$ cat src/rtl/hazard_forward_unit_if.sv
`default_nettype none
// +-----------------------------------------------------------------------+
// | hazard_forward_unit_if : pipeline-side bundle for the hazard unit      |
// | Rev 1.0                                                               |
// +-----------------------------------------------------------------------+
interface hazard_forward_unit_if #(
  parameter int NUM_SRC  = 3,
  parameter int REG_AW   = 4,
  parameter int MC_LEN_W = 4
);
  logic [NUM_SRC*REG_AW-1:0] RAE;
  logic [NUM_SRC*REG_AW-1:0] RAD;
  logic [NUM_SRC-1:0]        RAValidD;
  logic [REG_AW-1:0]         WA3E;
  logic [REG_AW-1:0]         WA3M;
  logic [REG_AW-1:0]         WA3W;
  logic                      RegWriteE;
  logic                      RegWriteM;
  logic                      RegWriteW;
  logic                      MemtoRegE;
  logic                      BranchTakenE;
  logic                      McStartE;
  logic [MC_LEN_W-1:0]       McLenE;
  logic [NUM_SRC*2-1:0]      FwdSel;
  logic                      StallF;
  logic                      StallD;
  logic                      StallE;
  logic                      FlushD;
  logic                      FlushE;
  logic                      FlushM;
  logic                      McBusy;
  logic                      McDone;
  logic [31:0]               StallCount;

  modport master (
    output RAE, RAD, RAValidD, WA3E, WA3M, WA3W,
    output RegWriteE, RegWriteM, RegWriteW, MemtoRegE, BranchTakenE,
    output McStartE, McLenE,
    input  FwdSel, StallF, StallD, StallE, FlushD, FlushE, FlushM,
    input  McBusy, McDone, StallCount
  );

  modport slave (
    input  RAE, RAD, RAValidD, WA3E, WA3M, WA3W,
    input  RegWriteE, RegWriteM, RegWriteW, MemtoRegE, BranchTakenE,
    input  McStartE, McLenE,
    output FwdSel, StallF, StallD, StallE, FlushD, FlushE, FlushM,
    output McBusy, McDone, StallCount
  );
endinterface
`default_nettype wire

$ cat src/rtl/hazard_forward_unit.sv
`default_nettype none
// +-----------------------------------------------------------------------+
// | hazard_forward_unit : forwarding, load-use and multi-cycle stall ctrl  |
// | Optional stall counter enabled by macro HAZ_STALL_CNT_EN. Rev 1.0     |
// +-----------------------------------------------------------------------+
module hazard_forward_unit #(
  parameter int NUM_SRC     = 3,
  parameter int REG_AW      = 4,
  parameter int NO_FWD_ADDR = 15,
  parameter int MC_LEN_W    = 4
) (
  input  logic                  clk,
  input  logic                  rst_n,
  hazard_forward_unit_if.slave  hz
);

  // One extra bit lets NO_FWD_ADDR = 2**REG_AW match no real address.
  localparam logic [REG_AW:0]     NO_FWD  = NO_FWD_ADDR[REG_AW:0];
  localparam logic [MC_LEN_W-1:0] LEN_ONE = MC_LEN_W'(1);
  localparam logic [MC_LEN_W-1:0] LEN_TWO = MC_LEN_W'(2);

  typedef enum logic [1:0] {
    ST_IDLE = 2'd0,
    ST_BUSY = 2'd1,
    ST_DONE = 2'd2
  } mc_state_t;

  mc_state_t           state_q;
  logic [MC_LEN_W-1:0] cnt_q;
  logic                mc_busy_q;
  logic                mc_done_q;

  logic [NUM_SRC-1:0]  w_lu_hit;
  logic                w_mc_stall;
  logic                w_lu;
  logic                w_wa3e_nofwd;

  genvar i;
  generate
    for (i = 0; i < NUM_SRC; i++) begin : g_src
      logic [REG_AW-1:0] w_rae;
      logic [REG_AW-1:0] w_rad;
      logic              w_no_fwd;
      logic              w_hit_m;
      logic              w_hit_w;

      assign w_rae    = hz.RAE[i*REG_AW +: REG_AW];
      assign w_rad    = hz.RAD[i*REG_AW +: REG_AW];
      assign w_no_fwd = ({1'b0, w_rae} == NO_FWD);
      assign w_hit_m  = (w_rae == hz.WA3M) && hz.RegWriteM && !w_no_fwd;
      assign w_hit_w  = (w_rae == hz.WA3W) && hz.RegWriteW && !w_no_fwd;

      assign hz.FwdSel[2*i +: 2] = w_hit_m ? 2'b10 : (w_hit_w ? 2'b01 : 2'b00);
      assign w_lu_hit[i]         = hz.RAValidD[i] && (w_rad == hz.WA3E);
    end
  endgenerate

  assign w_wa3e_nofwd = ({1'b0, hz.WA3E} == NO_FWD);

  // Start cycle stalls directly from the inputs; the FSM only tracks the rest.
  assign w_mc_stall = ((state_q == ST_IDLE) && hz.McStartE && (hz.McLenE > LEN_ONE))
                    || (state_q == ST_BUSY);

  assign w_lu = hz.MemtoRegE && hz.RegWriteE && (|w_lu_hit) && !w_wa3e_nofwd
             && !hz.BranchTakenE && !w_mc_stall;

  assign hz.StallF = w_lu || w_mc_stall;
  assign hz.StallD = w_lu || w_mc_stall;
  assign hz.StallE = w_mc_stall;
  assign hz.FlushD = hz.BranchTakenE && !w_mc_stall;
  assign hz.FlushE = (w_lu || hz.BranchTakenE) && !w_mc_stall;
  assign hz.FlushM = w_mc_stall;
  assign hz.McBusy = mc_busy_q;
  assign hz.McDone = mc_done_q;

  always_ff @(posedge clk or negedge rst_n) begin
    if (!rst_n) begin
      state_q   <= ST_IDLE;
      cnt_q     <= '0;
      mc_busy_q <= 1'b0;
      mc_done_q <= 1'b0;
    end else begin
      case (state_q)
        ST_IDLE: begin
          if (hz.McStartE && (hz.McLenE > LEN_TWO)) begin
            state_q   <= ST_BUSY;
            cnt_q     <= hz.McLenE - LEN_TWO;
            mc_busy_q <= 1'b1;
          end else if (hz.McStartE && (hz.McLenE == LEN_TWO)) begin
            state_q   <= ST_DONE;
            mc_busy_q <= 1'b1;
            mc_done_q <= 1'b1;
          end
        end
        ST_BUSY: begin
          if (cnt_q == LEN_ONE) begin
            state_q   <= ST_DONE;
            mc_done_q <= 1'b1;
          end else begin
            cnt_q <= cnt_q - LEN_ONE;
          end
        end
        // The op is still in E here, so a held McStartE must not retrigger.
        ST_DONE: begin
          state_q   <= ST_IDLE;
          mc_busy_q <= 1'b0;
          mc_done_q <= 1'b0;
        end
        default: begin
          state_q   <= ST_IDLE;
          mc_busy_q <= 1'b0;
          mc_done_q <= 1'b0;
        end
      endcase
    end
  end

`ifdef HAZ_STALL_CNT_EN
  logic [31:0] stall_cnt_q;
  logic [31:0] stall_cnt_d;

  always_comb begin
    stall_cnt_d = stall_cnt_q;
    if (hz.StallF && (stall_cnt_q != 32'hFFFF_FFFF)) begin
      stall_cnt_d = stall_cnt_q + 32'd1;
    end
  end

  always_ff @(posedge clk or negedge rst_n) begin
    if (!rst_n) begin
      stall_cnt_q <= '0;
    end else begin
      stall_cnt_q <= stall_cnt_d;
    end
  end

  assign hz.StallCount = stall_cnt_q;
`else
  assign hz.StallCount = '0;
`endif

endmodule
`default_nettype wire

$ cat src/flat_wrapper.sv
// flat-port wrapper written by rule: the top's interface ports become plain ports
module hazard_forward_unit_flat 
#(
  parameter int NUM_SRC     = 3,
  parameter int REG_AW      = 4,
  parameter int NO_FWD_ADDR = 15,
  parameter int MC_LEN_W    = 4
)
  (clk, rst_n, hz_RAE, hz_RAD, hz_RAValidD, hz_WA3E, hz_WA3M, hz_WA3W, hz_RegWriteE, hz_RegWriteM, hz_RegWriteW, hz_MemtoRegE, hz_BranchTakenE, hz_McStartE, hz_McLenE, hz_FwdSel, hz_StallF, hz_StallD, hz_StallE, hz_FlushD, hz_FlushE, hz_FlushM, hz_McBusy, hz_McDone, hz_StallCount);
  hazard_forward_unit_if #(.NUM_SRC(NUM_SRC), .REG_AW(REG_AW), .MC_LEN_W(MC_LEN_W)) hz_i ();
  input  logic clk;
  input  logic rst_n;
  input wire logic [$bits(hz_i.RAE)-1:0] hz_RAE;
  input wire logic [$bits(hz_i.RAD)-1:0] hz_RAD;
  input wire logic [$bits(hz_i.RAValidD)-1:0] hz_RAValidD;
  input wire logic [$bits(hz_i.WA3E)-1:0] hz_WA3E;
  input wire logic [$bits(hz_i.WA3M)-1:0] hz_WA3M;
  input wire logic [$bits(hz_i.WA3W)-1:0] hz_WA3W;
  input wire logic [$bits(hz_i.RegWriteE)-1:0] hz_RegWriteE;
  input wire logic [$bits(hz_i.RegWriteM)-1:0] hz_RegWriteM;
  input wire logic [$bits(hz_i.RegWriteW)-1:0] hz_RegWriteW;
  input wire logic [$bits(hz_i.MemtoRegE)-1:0] hz_MemtoRegE;
  input wire logic [$bits(hz_i.BranchTakenE)-1:0] hz_BranchTakenE;
  input wire logic [$bits(hz_i.McStartE)-1:0] hz_McStartE;
  input wire logic [$bits(hz_i.McLenE)-1:0] hz_McLenE;
  output wire logic [$bits(hz_i.FwdSel)-1:0] hz_FwdSel;
  output wire logic [$bits(hz_i.StallF)-1:0] hz_StallF;
  output wire logic [$bits(hz_i.StallD)-1:0] hz_StallD;
  output wire logic [$bits(hz_i.StallE)-1:0] hz_StallE;
  output wire logic [$bits(hz_i.FlushD)-1:0] hz_FlushD;
  output wire logic [$bits(hz_i.FlushE)-1:0] hz_FlushE;
  output wire logic [$bits(hz_i.FlushM)-1:0] hz_FlushM;
  output wire logic [$bits(hz_i.McBusy)-1:0] hz_McBusy;
  output wire logic [$bits(hz_i.McDone)-1:0] hz_McDone;
  output wire logic [$bits(hz_i.StallCount)-1:0] hz_StallCount;
  assign hz_i.RAE = hz_RAE;
  assign hz_i.RAD = hz_RAD;
  assign hz_i.RAValidD = hz_RAValidD;
  assign hz_i.WA3E = hz_WA3E;
  assign hz_i.WA3M = hz_WA3M;
  assign hz_i.WA3W = hz_WA3W;
  assign hz_i.RegWriteE = hz_RegWriteE;
  assign hz_i.RegWriteM = hz_RegWriteM;
  assign hz_i.RegWriteW = hz_RegWriteW;
  assign hz_i.MemtoRegE = hz_MemtoRegE;
  assign hz_i.BranchTakenE = hz_BranchTakenE;
  assign hz_i.McStartE = hz_McStartE;
  assign hz_i.McLenE = hz_McLenE;
  assign hz_FwdSel = hz_i.FwdSel;
  assign hz_StallF = hz_i.StallF;
  assign hz_StallD = hz_i.StallD;
  assign hz_StallE = hz_i.StallE;
  assign hz_FlushD = hz_i.FlushD;
  assign hz_FlushE = hz_i.FlushE;
  assign hz_FlushM = hz_i.FlushM;
  assign hz_McBusy = hz_i.McBusy;
  assign hz_McDone = hz_i.McDone;
  assign hz_StallCount = hz_i.StallCount;
  hazard_forward_unit #(.NUM_SRC(NUM_SRC), .REG_AW(REG_AW), .NO_FWD_ADDR(NO_FWD_ADDR), .MC_LEN_W(MC_LEN_W)) u_core (.clk(clk), .rst_n(rst_n), .hz(hz_i));
endmodule
$ cat config.mk
export PLATFORM = sky130hd
export DESIGN_NAME = hazard_forward_unit_flat
export DESIGN_NICKNAME = d
export VERILOG_FILES = /design/src/rtl/hazard_forward_unit_if.sv /design/src/rtl/hazard_forward_unit.sv /design/src/flat_wrapper.sv
export SDC_FILE = /design/constraint.sdc
export NUM_CORES = 1
export LEC_CHECK = 0
export ABC_CLOCK_PERIOD_IN_PS = 2500
export BUFFER_PORTS_ARGS = -buffer_cell sky130_fd_sc_hd__buf_2
export CELL_PAD_IN_SITES_DETAIL_PLACEMENT = 2
export CELL_PAD_IN_SITES_GLOBAL_PLACEMENT = 2
export CORE_MARGIN = 3
export CORE_UTILIZATION = 22
export CTS_BUF_LIST = sky130_fd_sc_hd__clkbuf_8
export DETAILED_ROUTE_END_ITERATION = 10
export PLACE_DENSITY_LB_ADDON = 0.1
export SETUP_SLACK_MARGIN = 0.1
export SLEW_MARGIN = 40
export SYNTH_ARGS = -nofsm -noshare
export SYNTH_HDL_FRONTEND = slang
export SYNTH_SLANG_ARGS = --single-unit
export TNS_END_PERCENT = 5
$ cat constraint.sdc
create_clock -name clk -period 2.5 [get_ports clk]
set_input_delay 0.375 -clock clk [delete_from_list [all_inputs] [get_ports clk]]
set_output_delay 0.375 -clock clk [all_outputs]
set_load 0.02 [all_outputs]
# == Word level (Yosys, flattened, before mapping) ==
# Cells that the tools add are included.
# op_classes
add_sub_neg,2
div_mod_pow,0
shifts,0
n_eq_ne,22
n_mux,19
n_bitwise,1
n_lt_le_gt_ge,2
n_reduce_logical,42
mul,0
# op_table
operator,n
$eq A4 B4 Y1,9
$logic_and A1 B1 Y1,26
$eq A4 B4 Y1 const B,4
$mux W2,6
$ne A2 B2 Y1 const B,5
$mux W4,2
$pmux W4 S2,1
$mux W1,7
$logic_not A1 Y1,6
$reduce_and A3 Y1,2
$eq A4 B1 Y1 const B,1
$eq A4 B2 Y1 const B,1
$gt A4 B1 Y1 const B,1
$gt A4 B2 Y1 const B,1
$pmux W1 S2,2
$pmux W2 S2,1
$reduce_and A2 Y1,2
$sub A4 B1 Y4 const B,1
$sub A4 B2 Y4 const B,1
$logic_or A1 B1 Y1,3
$ne A3 B3 Y1 const B,1
$reduce_or A3 Y1,1
$eq A2 B1 Y1 const B,1
$logic_not A2 Y1,1
other kinds (2),2
# word_totals
latch_bits,0
ramBits,0
out_inout_bits,46
reg_bits,8
elab_cells,92
inputBits,51
mem_bits_ro,0
mem_count,0

# == Depth between registers and ports, before layout ==
# Gate-level depths: netlist (run 1).
# logic_depth
depth_word,9
mapped_depth,7

# == Worst setup path after synthesis (run 1) ==
# No wires, ideal clock.
# synth_timing
path_type,in2out
startpoint,input port hz_RAD[2]
endpoint,output port hz_StallF
path_buffers,1
path_slack_ns,0.490
t_arrival_ns,1.635
path_stages,6
cell_sequence,inv_1 -> a222oi_1 -> nor4b_2 -> o31ai_1 -> o22ai_1 -> buf_4
# synth_between
elab_chain_cells,8
# synth_rtl
element,line_no,rtl
"start, declared",flat_wrapper.sv:14,input wire logic [$bits(hz_i.RAD)-1:0] hz_RAD;
$eq A4 B4 Y1,hazard_forward_unit.sv:54,assign w_lu_hit[i] = hz.RAValidD[i] && (w_rad == hz.WA3E);
$logic_and A1 B1 Y1,hazard_forward_unit.sv:54,
$reduce_or A3 Y1,hazard_forward_unit.sv:64,assign w_lu = hz.MemtoRegE && hz.RegWriteE && (|w_lu_hit) && !w_wa3e_nofwd
$logic_and A1 B1 Y1 (2 in series),hazard_forward_unit.sv:64,
$logic_and A1 B1 Y1 (2 in series),hazard_forward_unit.sv:65,&& !hz.BranchTakenE && !w_mc_stall;
$logic_or A1 B1 Y1,--,
"end, declared",flat_wrapper.sv:27,output wire logic [$bits(hz_i.StallF)-1:0] hz_StallF;
# Every way passes these cells.

# == Final worst setup path (run 1) ==
# layout_timing
startpoint,input port hz_WA3E[1]
endpoint,output port hz_StallF
# layout_between
elab_chain_cells,8
# layout_rtl
element,line_no,rtl
"start, declared",flat_wrapper.sv:16,input wire logic [$bits(hz_i.WA3E)-1:0] hz_WA3E;
$eq A4 B4 Y1,hazard_forward_unit.sv:54,
$logic_and A1 B1 Y1,hazard_forward_unit.sv:54,
$reduce_or A3 Y1,hazard_forward_unit.sv:64,
$logic_and A1 B1 Y1,hazard_forward_unit.sv:64,
$logic_and A1 B1 Y1 (*),hazard_forward_unit.sv:64,
$logic_and A1 B1 Y1 (*) (2 in series),hazard_forward_unit.sv:65,
$logic_or A1 B1 Y1 (*),hazard_forward_unit.sv:67,assign hz.StallF = w_lu || w_mc_stall;
# Every way passes the cells marked *; elsewhere a longest branch is shown, timed or not.

==> run metrics, run 1 <==
DRC viols=0; Num Clock Sinks=8; area grow syn2layout=22.8%; final wirelength=a little under 4000 um; Final period util=~80%; Port-buffer cells=between 60 and 70; MaxCap Viol Count=0; total grt overflow=0; leakage=roughly 0.8 nW; Finish-stage setup viols=0; Final GP Congestion=slightly below 0.8; worst-skew pair later-pin latency=around 0.23 ns; number of flops mapped to enable cells by yosys=0; CTS root buf=clkbuf_8; post-layout min period=2.00 ns; Post-DP Area=roughly 1500 um^2; CP max stage cell=nor4b_2; Setup Skew=0.00120 ns; Pins Over Slew Limit=0; largest net degree at the start of global routing=14; via count=1,278; Ant. Diodes=0; Critical Path Sink Type=output pin; Critical Path, Cell by Cell=buf_2, inv_2, a222oi_1, nor4b_2, o31ai_1, o22ai_1, buf_2; YS warnings=0; CTS H-tree depth=1; GRT Util Overall=between 10% and 20%; Synth Instances=170; power per cell area=~640 nW/um^2; Fin Setup TNS=0 ns; chip width=around 82 um; vias in the first global route=between 1k and 1.5k; via/cell ratio=~4.2; setup ws final=roughly 0.5 ns; post-layout util=roughly 28%; largest cells by area after synthesis=buf_4 22%, dfrtp_1 16%, xnor2_1 12%, xor2_1 7.5%, a21oi_1 4.3%; Wirelength per Cell=approximately 13 um; type of element launching the critical path=primary input; asr flop ratio synth=100%; Die Y=just over 80 um; Synth Flop Type=dfrtp_1; fin area=roughly 1600 um^2; Final Hold Viols=0; Max IR drop VDD=~0.00024 V; highest fanout seen on the critical path=4; final net count=286; Clock Tree Buf Depth=2; num ports=a little under 100; RSZ-0062 raised after global routing=false; Largest stage delay, worst path=0.30 ns; critical path arrival=1.62 ns; Slew @ Worst Pin=0.546 ns; initial antenna violation count=0; synthesized area per cell=between 7 and 8 um^2; #FFs+latches synth=8; FP Rows=27; First DRT Iteration DRCs=33; count leader, synth=buf_4; CTS tree=built; sequential area share after synthesis=between 15 and 20%; CTS Buf Count=3; Initial Util=a little under a quarter; global-route wire length before repair=approximately 6000 um; Post-DP HPWL=3500 um; crit-path most repeated cell=buf_2; Max Fclk=0.500 GHz; Data required, critical path=approximately 2.1 ns; worst rel slew slack=between 60% and 70%; status=complete, no violations; HP Class=flip-flop to flip-flop; Design Power=0.996 mW; area leader, netlist=buf_4; Post-Synthesis Cell Area=1280 um^2; leading cell types by count after synthesis=37 x buf_4, 17 x xnor2_1, 13 x nor2_1; post-cts sizing count=0; CTS clk-pin slew, worst paths=around 0.040 ns; Setup WS pre-CTS=0.505 ns; top-area cell type share of the netlist area=approximately 22%; Routed Antenna Nets=0; DRT Pass-1 Iters=4; WS Path Type=primary input to output pin; share of cells above drive strength 1=30.4%; Yosys cell types=38; core box area=5570 um^2; Die Area=between 6000 and 7000 um^2
layout make-up:
class,instances,area (um^2)
clock buffer,3,41.3
sequential,8,200
tap,72,90.1
multi-input combinational,143,866
timing repair buffer,65,330
fill,676,4010
inverter,11,41.3
power breakdown:
group / switching, mW / internal, mW
sequential: 0.0818 / 0.194
combinational: 0.339 / 0.222
clock: 0.0557 / 0.105
timing repair:
action	CTS	global route
endpoints found under the setup margin	0	0
buffers inserted	0	0
hold buffers	1	0
endpoints found under the hold margin	4	0
cells in the final DEF (no fill, tap or decap), drive strengths merged, types with 3 or more instances in the layout:
| master | count |
|---|---|
| a21oi | 11 |
| buf | 64 |
| clkbuf | 3 |
| conb | 32 |
| dfrtp | 8 |
| ha | 3 |
| inv | 11 |
| nand2 | 6 |
| nand3 | 4 |
| nand4 | 5 |
| nor2 | 13 |
| nor2b | 3 |
| nor3 | 5 |
| nor4 | 4 |
| o21ai | 6 |
| xnor2 | 17 |
| xor2 | 11 |
worst paths after layout:
check / slack, ns / endpoint / from / cells after the start
hold / removal: 0.49 / u_core.hz.McBusy / u_core.hz.McBusy / 2
max in group asynchronous: 1.79 / u_core.cnt_q[0] / rst_n / 2
setup / recovery: 0.50 / hz_StallF / hz_WA3E[1] / 7
min in group asynchronous: 0.53 / u_core.cnt_q[2] / rst_n / 2
setup reg to reg: 0.85 / u_core.cnt_q[1] / u_core.cnt_q[0] / 4
hold reg to reg: 0.49 / u_core.hz.McBusy / u_core.hz.McBusy / 2
metrics by stage:
stage	instances	hold slack [ns]
after global routing	302	0.542
after CTS	302	0.498
after global placement	298	0.245
after floorplan	201	0.0794
final	302	0.489
after detailed placement	298	0.243
metal layers:
metal | vias to the layer above | GRT usage (%) | routed length (um)
met2 | 43 | 18.4 | 1950
li1 | 638 | - | -
met3 | 2 | 1.08 | 232
met1 | 595 | 15.5 | 1770
met4 | 0 | 2.49 | 12
met5 | - | 0 | 0
sequential cells by signal (all words and copies together), names as in the netlist:
name and flops:
u_core.cnt_q 4, u_core.hz.McBusy 1, u_core.state_q 2, u_core.hz.McDone 1
critical path, delay by kind of cell:
kind | cells | cell delay, ns
buf+inv | 3 | 0.37
simple gates | 1 | 0.30
compound gates | 3 | 0.57
logic make-up (layout without fill, tap and decap cells):
family	Yosys count	in the layout	share of synthesized area (%)
other	1	32	0.294
XOR/XNOR	28	28	19.2
buffers and inverters	50	79	25.7
AND/OR/NAND/NOR	49	49	21.2
AO/OA/AOI/OAI	31	31	15.1
flip-flops	8	8	15.7
adder cells (fa/ha/maj)	3	3	2.94
Power figures use the tool's default switching activity.
==> run 2: changes to the inputs <==
--- a/config.mk
+++ b/config.mk
@@ -5,12 +5,13 @@
 export SDC_FILE = /design/constraint.sdc
 export NUM_CORES = 1
 export LEC_CHECK = 0
-export ABC_CLOCK_PERIOD_IN_PS = 2500
+export ABC_AREA = 1
+export ABC_CLOCK_PERIOD_IN_PS = 1700
 export BUFFER_PORTS_ARGS = -buffer_cell sky130_fd_sc_hd__buf_2
 export CELL_PAD_IN_SITES_DETAIL_PLACEMENT = 2
 export CELL_PAD_IN_SITES_GLOBAL_PLACEMENT = 2
 export CORE_MARGIN = 3
-export CORE_UTILIZATION = 22
+export CORE_UTILIZATION = 18
 export CTS_BUF_LIST = sky130_fd_sc_hd__clkbuf_8
 export DETAILED_ROUTE_END_ITERATION = 10
 export PLACE_DENSITY_LB_ADDON = 0.1
==> constraint.sdc (replaced) <==
create_clock -name clk -period 1.7 [get_ports clk]
set_input_delay 0.255 -clock clk [delete_from_list [all_inputs] [get_ports clk]]
set_output_delay 0.255 -clock clk [all_outputs]
set_load 0.02 [all_outputs]
==> run metrics, run 2 <==
Regs by FF count=u_core.cnt_q (4), u_core.state_q (2) (unchanged); Critical Path Sink Type=output pin (unchanged); P_int=0.796 mW (was 0.520 mW); CTS tree=built (unchanged); highest fanout seen on the critical path=6 (was 4); area leader, netlist=buf_4 (unchanged); CTS H-tree depth=1 (unchanged); post-layout min period=between 1 and 1.5 ns; Clock Tree Buf Depth=2 (unchanged); final wirelength=4830 um (was 3960 um); max reg flops=4 (unchanged); synthesized area per cell=6.18 um^2 (was 7.51 um^2); switching power total=0.832 mW (was 0.476 mW); Buf/Inv on CP=2 (was 3); initial antenna violation count=0 (unchanged); Fin Setup TNS=0 ns (unchanged); Ant. Diodes=0 (unchanged); CTS Buf Count=3 (unchanged); Post-DP HPWL=4300 um (was 3500 um); Finish-stage setup viols=0 (unchanged); via count=1,528 (was 1,278); Synth Instances=225 (was 170); WS Path Type=flip-flop to output pin (was primary input to output pin); share of cells above drive strength 1=30.0% (was 30.4%); final net count=343 (was 286); worst-skew pair later-pin latency=0.24 ns (was 0.23 ns); leading cell types by count after synthesis=44 x nand2_1, 37 x buf_4, 30 x inv_1 (was 37 x buf_4, 17 x xnor2_1, 13 x nor2_1); Port-buffer cells=64 (unchanged); Wirelength per Cell=12.5 um (was 13.1 um); MaxCap Viol Count=0 (unchanged); proportion of power drawn by the clock network=14.8% (was 16.1%); Setup Skew=0.0126 ns (was 0.00120 ns); Post-DP Area=1670 um^2 (was 1520 um^2); status=complete, no violations (unchanged); GRT Util Overall=11.0% (was 11.1%); YS warnings=0 (unchanged); DRC viols=0 (unchanged); Critical Path, Cell by Cell=a21oi_4, inv_1, nand3_1, nand2_1, buf_2 (was buf_2, inv_2, a222oi_1, nor4b_2, o31ai_1, o22ai_1, buf_2); Routed Antenna Nets=0 (unchanged); global-route wire length before repair=7890 um (was 5980 um); core box area=7370 um^2 (was 5570 um^2); asr flop ratio synth=100% (unchanged); postcts setup bufs=0 (unchanged); top-area cell type share of the netlist area=20.0% (was 21.7%); Synth Flop Type=dfrtp_1 (unchanged); RSZ-0062 raised after global routing=false (unchanged); Biggest register=u_core.cnt_q (unchanged); critical path arrival=1.21 ns (was 1.62 ns); Post-Synthesis Cell Area=1390 um^2 (was 1280 um^2); fin area=1730 um^2 (was 1570 um^2); number of flops mapped to enable cells by yosys=0 (unchanged); via/cell ratio=3.96 (was 4.23); commonest non-fill, non-tap cell in the layout=buf_2 (unchanged); power per cell area=939 nW/um^2 (was 635 nW/um^2); Final Hold Viols=0 (unchanged); area grow syn2layout=24.6% (was 22.8%); chip width=93.9 um (was 82.2 um); crit-path leading delay family=flip-flops (was compound AO/OA/AOI/OAI gates); First DRT Iteration DRCs=12 (was 33); Max IR drop VDD=0.000415 V (was 0.000239 V); Yosys cell types=29 (was 38); vias in the first global route=1,609 (was 1,264); Design Power=1.63 mW (was 0.996 mW); Storage cell area=201 um^2 (was 200 um^2); Initial Util=18.9% (was 22.9%); Final period util=86.4%; type of element launching the critical path=flip-flop (was primary input); CTS clk-pin slew, worst paths=0.05 ns (was 0.04 ns); Die Y=93.9 um (was 82.2 um); #FFs+latches synth=8 (unchanged); combinational group share of total power=62.1% (was 56.3%); multi-input logic area=902 um^2 (was 866 um^2); most frequent cells in the layout=64 x buf_2, 44 x nand2_1, 32 x conb_1 (was 64 x buf_2, 32 x conb_1, 17 x xnor2_1); DRT Pass-1 Iters=3 (was 4); Reg power frac=23.0% (was 27.6%); Max Fclk=roughly 0.68 GHz; Largest stage delay, worst path=0.46 ns (was 0.30 ns); Num Clock Sinks=8 (unchanged); CTS root buf=clkbuf_8 (unchanged); total grt overflow=0 (unchanged); HP Class=primary input to flip-flop (was flip-flop to flip-flop); post-layout util=23.5% (was 28.1%); switching part of the total=51.1% (was 47.8%); fillers=949 (was 676); sequential area share after synthesis=14.4% (was 15.7%); largest cells by area after synthesis=buf_4 20%, dfrtp_1 14%, nand2_1 12%, inv_1 8.1%, nor2_1 7.0% (was buf_4 22%, dfrtp_1 16%, xnor2_1 12%, xor2_1 7.5%, a21oi_1 4.3%); leakage=0.989 nW (was 0.790 nW); Data required, critical path=1.44 ns (was 2.12 ns); num ports=97 (unchanged); Die Area=8820 um^2 (was 6760 um^2); Pins Over Slew Limit=0 (unchanged); count leader, synth=nand2_1 (was buf_4); Final GP Congestion=0.757 (was 0.773); largest net degree at the start of global routing=10 (was 14); CP max stage cell=dfrtp_2 (was nor4b_2); FP Rows=31 (was 27)
run 2: cell types whose count changed after synthesis, moves of 5 or more:
cell / previous run / this run
o21ai_1: 0 / 7
a21oi_1: 11 / 6
inv_1: 10 / 30
inv_2: 1 / 6
nor3_1: 5 / 0
xnor2_1: 17 / 5
nor2_1: 13 / 26
nand2_1: 6 / 44
run 2: worst reg2reg max path: stages, from the launching register on:
cell and delay [ns]:
dfrtp_1 0.37, inv_1 0.09, ha_1 0.21, or2_2 0.29
nand3_1 0.06, o21ai_0 0.07, nand2_1 0.07, o21ai_1 0.06
run 2: kinds of logic after synthesis:
kind of cell	Yosys count	synth area share (%)
and+or+nand+nor	96	31.6
AOI/OAI and AO/OA	32	13.8
other	1	0.270
buffers and inverters	73	29.7
xor gates and xnor gates	12	7.55
adders and majority gates	3	2.70
DFF	8	14.4
run 2: repair_timing:
item | CTS | global route
endpoints found under the hold margin | 8 | 0
gates resized for setup | 0 | 3
endpoints found under the setup margin | 0 | 1
hold buffers | 1 | 0
run 2: final cells by class:
| class | instances | area share (%) |
|---|---|---|
| clock buffer | 3 | 2.38 |
| timing repair buffer | 65 | 19.0 |
| multi-input combinational | 175 | 52.0 |
| tap | 99 | 7.14 |
| sequential | 8 | 11.6 |
| inverter | 36 | 7.79 |
run 2: routing by layer:
metal	vias to the layer above	GRT usage [%]	wire, um
li1	772	-	-
met1	708	14.4	2210
met2	43	19.3	2330
met3	5	1.52	248
met4	0	2.17	36
met5	-	0	0
run 2: worst paths after layout:
kind | start | depth (start not counted) | to | slack [ns]
hold reg to reg | u_core.hz.McBusy | 2 | u_core.hz.McBusy | 0.50
max in group asynchronous | rst_n | 2 | u_core.state_q[1] | 1.08
hold / removal | hz_McLenE[0] | 5 | u_core.cnt_q[0] | 0.38
min in group asynchronous | rst_n | 2 | u_core.cnt_q[3] | 0.40
setup / recovery | u_core.state_q[1] | 5 | hz_FlushE | 0.23
setup reg to reg | u_core.cnt_q[0] | 7 | u_core.cnt_q[2] | 0.36
run 2: power groups by stage:
stage / Sequential, mW / Combinational [mW] / Clock (mW)
detailed placement: 0.374 / 1.01 / 0
global placement: 0.370 / 1.01 / 0
global route: 0.394 / 1.16 / 0.259
floorplan: 0.385 / 0.763 / 0
finish: 0.375 / 1.01 / 0.242
CTS: 0.371 / 1.02 / 0.245
run 2: metrics by stage:
step	cells	hold slack (ns)	setup slack (ns)
after CTS	386	0.387	0.136
final	386	0.382	0.232
after detailed placement	382	0.126	0.265
after global routing	386	0.420	0.126
after global placement	382	0.125	0.276
after floorplan	256	-0.0406	0.209
==> run 3: changes to the inputs <==
--- a/config.mk
+++ b/config.mk
@@ -12,7 +12,7 @@
 export CELL_PAD_IN_SITES_GLOBAL_PLACEMENT = 2
 export CORE_MARGIN = 3
 export CORE_UTILIZATION = 18
-export CTS_BUF_LIST = sky130_fd_sc_hd__clkbuf_8
+export CTS_BUF_LIST = sky130_fd_sc_hd__clkbuf_4
 export DETAILED_ROUTE_END_ITERATION = 10
 export PLACE_DENSITY_LB_ADDON = 0.1
 export SETUP_SLACK_MARGIN = 0.1
==> run metrics, run 3 (synthesis results as in run 2) <==
status=complete, no violations (unchanged); P_int=0.735 mW (was 0.796 mW); num ports=97 (unchanged); via count=1,538 (was 1,528); fin area=1720 um^2 (was 1730 um^2); Num Clock Sinks=8 (unchanged); switching part of the total=52.9% (was 51.1%); Pins Over Slew Limit=0 (unchanged); Port-buffer cells=64 (unchanged); final wirelength=4850 um (was 4830 um); DRT Pass-1 Iters=4 (was 3); Setup Skew=0.0234 ns (was 0.0126 ns); Routed Antenna Nets=0 (unchanged); Final Hold Viols=0 (unchanged); Post-DP Area=1670 um^2 (unchanged); crit-path leading delay family=flip-flops (unchanged); CTS clk-pin slew, worst paths=0.07 ns (was 0.05 ns); First DRT Iteration DRCs=8 (was 12); area grow syn2layout=23.8% (was 24.6%); Finish-stage setup viols=0 (unchanged); CTS Buf Count=3 (unchanged); proportion of power drawn by the clock network=10.1% (was 14.8%); WS Path Type=flip-flop to output pin (unchanged); Critical Path Sink Type=output pin (unchanged); highest fanout seen on the critical path=6 (unchanged); MaxCap Viol Count=0 (unchanged); Max Fclk=0.670 GHz (was 0.681 GHz); Design Power=1.56 mW (was 1.63 mW); Ant. Diodes=0 (unchanged); DRC viols=0 (unchanged); commonest non-fill, non-tap cell in the layout=buf_2 (unchanged); CTS H-tree depth=1 (unchanged); Initial Util=18.9% (unchanged); Die Area=8820 um^2 (unchanged); global-route wire length before repair=7850 um (was 7890 um); Final period util=87.8% (was 86.4%); share of cells above drive strength 1=30.2% (was 30.0%); via/cell ratio=3.97 (was 3.96); Largest stage delay, worst path=0.47 ns (was 0.46 ns); Reg-to-Reg Start=u_core.cnt_q[0] (unchanged); power per cell area=906 nW/um^2 (was 939 nW/um^2); post-layout min period=1.49 ns (was 1.47 ns); Critical Path, Cell by Cell=a21oi_4, inv_1, nand3_1, nand2_1, buf_2 (unchanged); Buf/Inv on CP=2 (unchanged); initial antenna violation count=0 (unchanged); Data required, critical path=1.44 ns (about the same); vias in the first global route=1,604 (was 1,609); HP Class=primary input to flip-flop (unchanged); CTS tree=built (unchanged); RSZ-0062 raised after global routing=false (unchanged); max reg flops=4 (unchanged); Wirelength per Cell=12.5 um (about the same); largest net degree at the start of global routing=10 (unchanged); final net count=344 (was 343); leakage=0.986 nW (was 0.989 nW); chip width=93.9 um (unchanged); Final GP Congestion=0.757 (unchanged); switching power total=0.826 mW (was 0.832 mW); Biggest register=u_core.cnt_q (unchanged); total grt overflow=0 (unchanged); HP Start=hz_McLenE[0] (unchanged); worst-skew pair later-pin latency=0.27 ns (was 0.24 ns); Max IR drop VDD=0.000353 V (was 0.000415 V); type of element launching the critical path=flip-flop (unchanged); critical path startpoint=u_core.state_q[1] (unchanged); Reg power frac=23.9% (was 23.0%); most frequent cells in the layout=64 x buf_2, 44 x nand2_1, 32 x conb_1 (unchanged); core box area=7370 um^2 (unchanged); GRT Util Overall=10.9% (was 11.0%); CP max stage cell=dfrtp_2 (unchanged); Post-DP HPWL=4300 um (unchanged); critical path arrival=1.24 ns (was 1.21 ns); Clock Tree Buf Depth=2 (unchanged); CTS root buf=clkbuf_4 (was clkbuf_8); Die Y=93.9 um (unchanged); FP Rows=31 (unchanged); Fin Setup TNS=0 ns (unchanged); Regs by FF count=u_core.cnt_q (4), u_core.state_q (2) (unchanged); combinational group share of total power=66.0% (was 62.1%)
## run 3: worst register-to-register path, stage by stage (launching register included)
cell	delay, ns
dfrtp_1	0.37
inv_1	0.09
ha_1	0.21
or2_2	0.29
nand3_1	0.06
o21ai_0	0.07
nand2_1	0.07
o21ai_1	0.06
## run 3: path summary, 6_finish.rpt
kind / endpoint / slack [ns] / cells after the start
setup / recovery: hz_FlushE / 0.21 / 5
hold / removal: u_core.cnt_q[0] / 0.35 / 5
setup reg to reg: u_core.cnt_q[2] / 0.37 / 7
hold reg to reg: u_core.hz.McBusy / 0.50 / 2
max in group asynchronous: u_core.state_q[1] / 1.12 / 2
min in group asynchronous: u_core.cnt_q[3] / 0.36 / 2
## run 3: per-layer routing
metal	track usage (%)	vias to the layer above	wire length [um]
met2	19.3	42	2390
met5	0	-	0
met3	1.28	4	242
met4	2.17	0	27
met1	14.2	717	2200
li1	-	775	-
## run 3: repair_timing
action,CTS,global route
hold buffers,1,0
endpoints found under the setup margin,0,3
gates resized for setup,0,3
hold endpoints to repair,8,0
buffers inserted,0,1
## run 3: layout make-up
class	instances	area, um^2
fill	948	5650
multi-input combinational	175	902
timing repair buffer	66	338
sequential	8	201
inverter	36	135
tap	99	124
clock buffer	3	22.5
## run 3: power groups by stage
stage / Combinational [mW] / Clock, mW / Sequential [mW]
4_1_cts: 1.02 / 0.163 / 0.371
3_5_place_dp: 1.01 / 0 / 0.374
2_1_floorplan: 0.763 / 0 / 0.385
6_report: 1.03 / 0.158 / 0.373
3_3_place_gp: 1.01 / 0 / 0.370
5_1_grt: 1.18 / 0.171 / 0.393
## run 3: stage by stage
| step | worst slack, ns | cells | util, % | hold slack, ns |
|---|---|---|---|---|
| 6_report | 0.208 | 387 | 23.4 | 0.348 |
| 5_1_grt | 0.109 | 387 | 23.4 | 0.381 |
| 4_1_cts | 0.105 | 386 | 23.2 | 0.350 |
| 3_5_place_dp | 0.265 | 382 | 22.7 | 0.126 |
| 3_3_place_gp | 0.276 | 382 | 22.7 | 0.125 |
| 2_1_floorplan | 0.209 | 256 | - | -0.0406 |
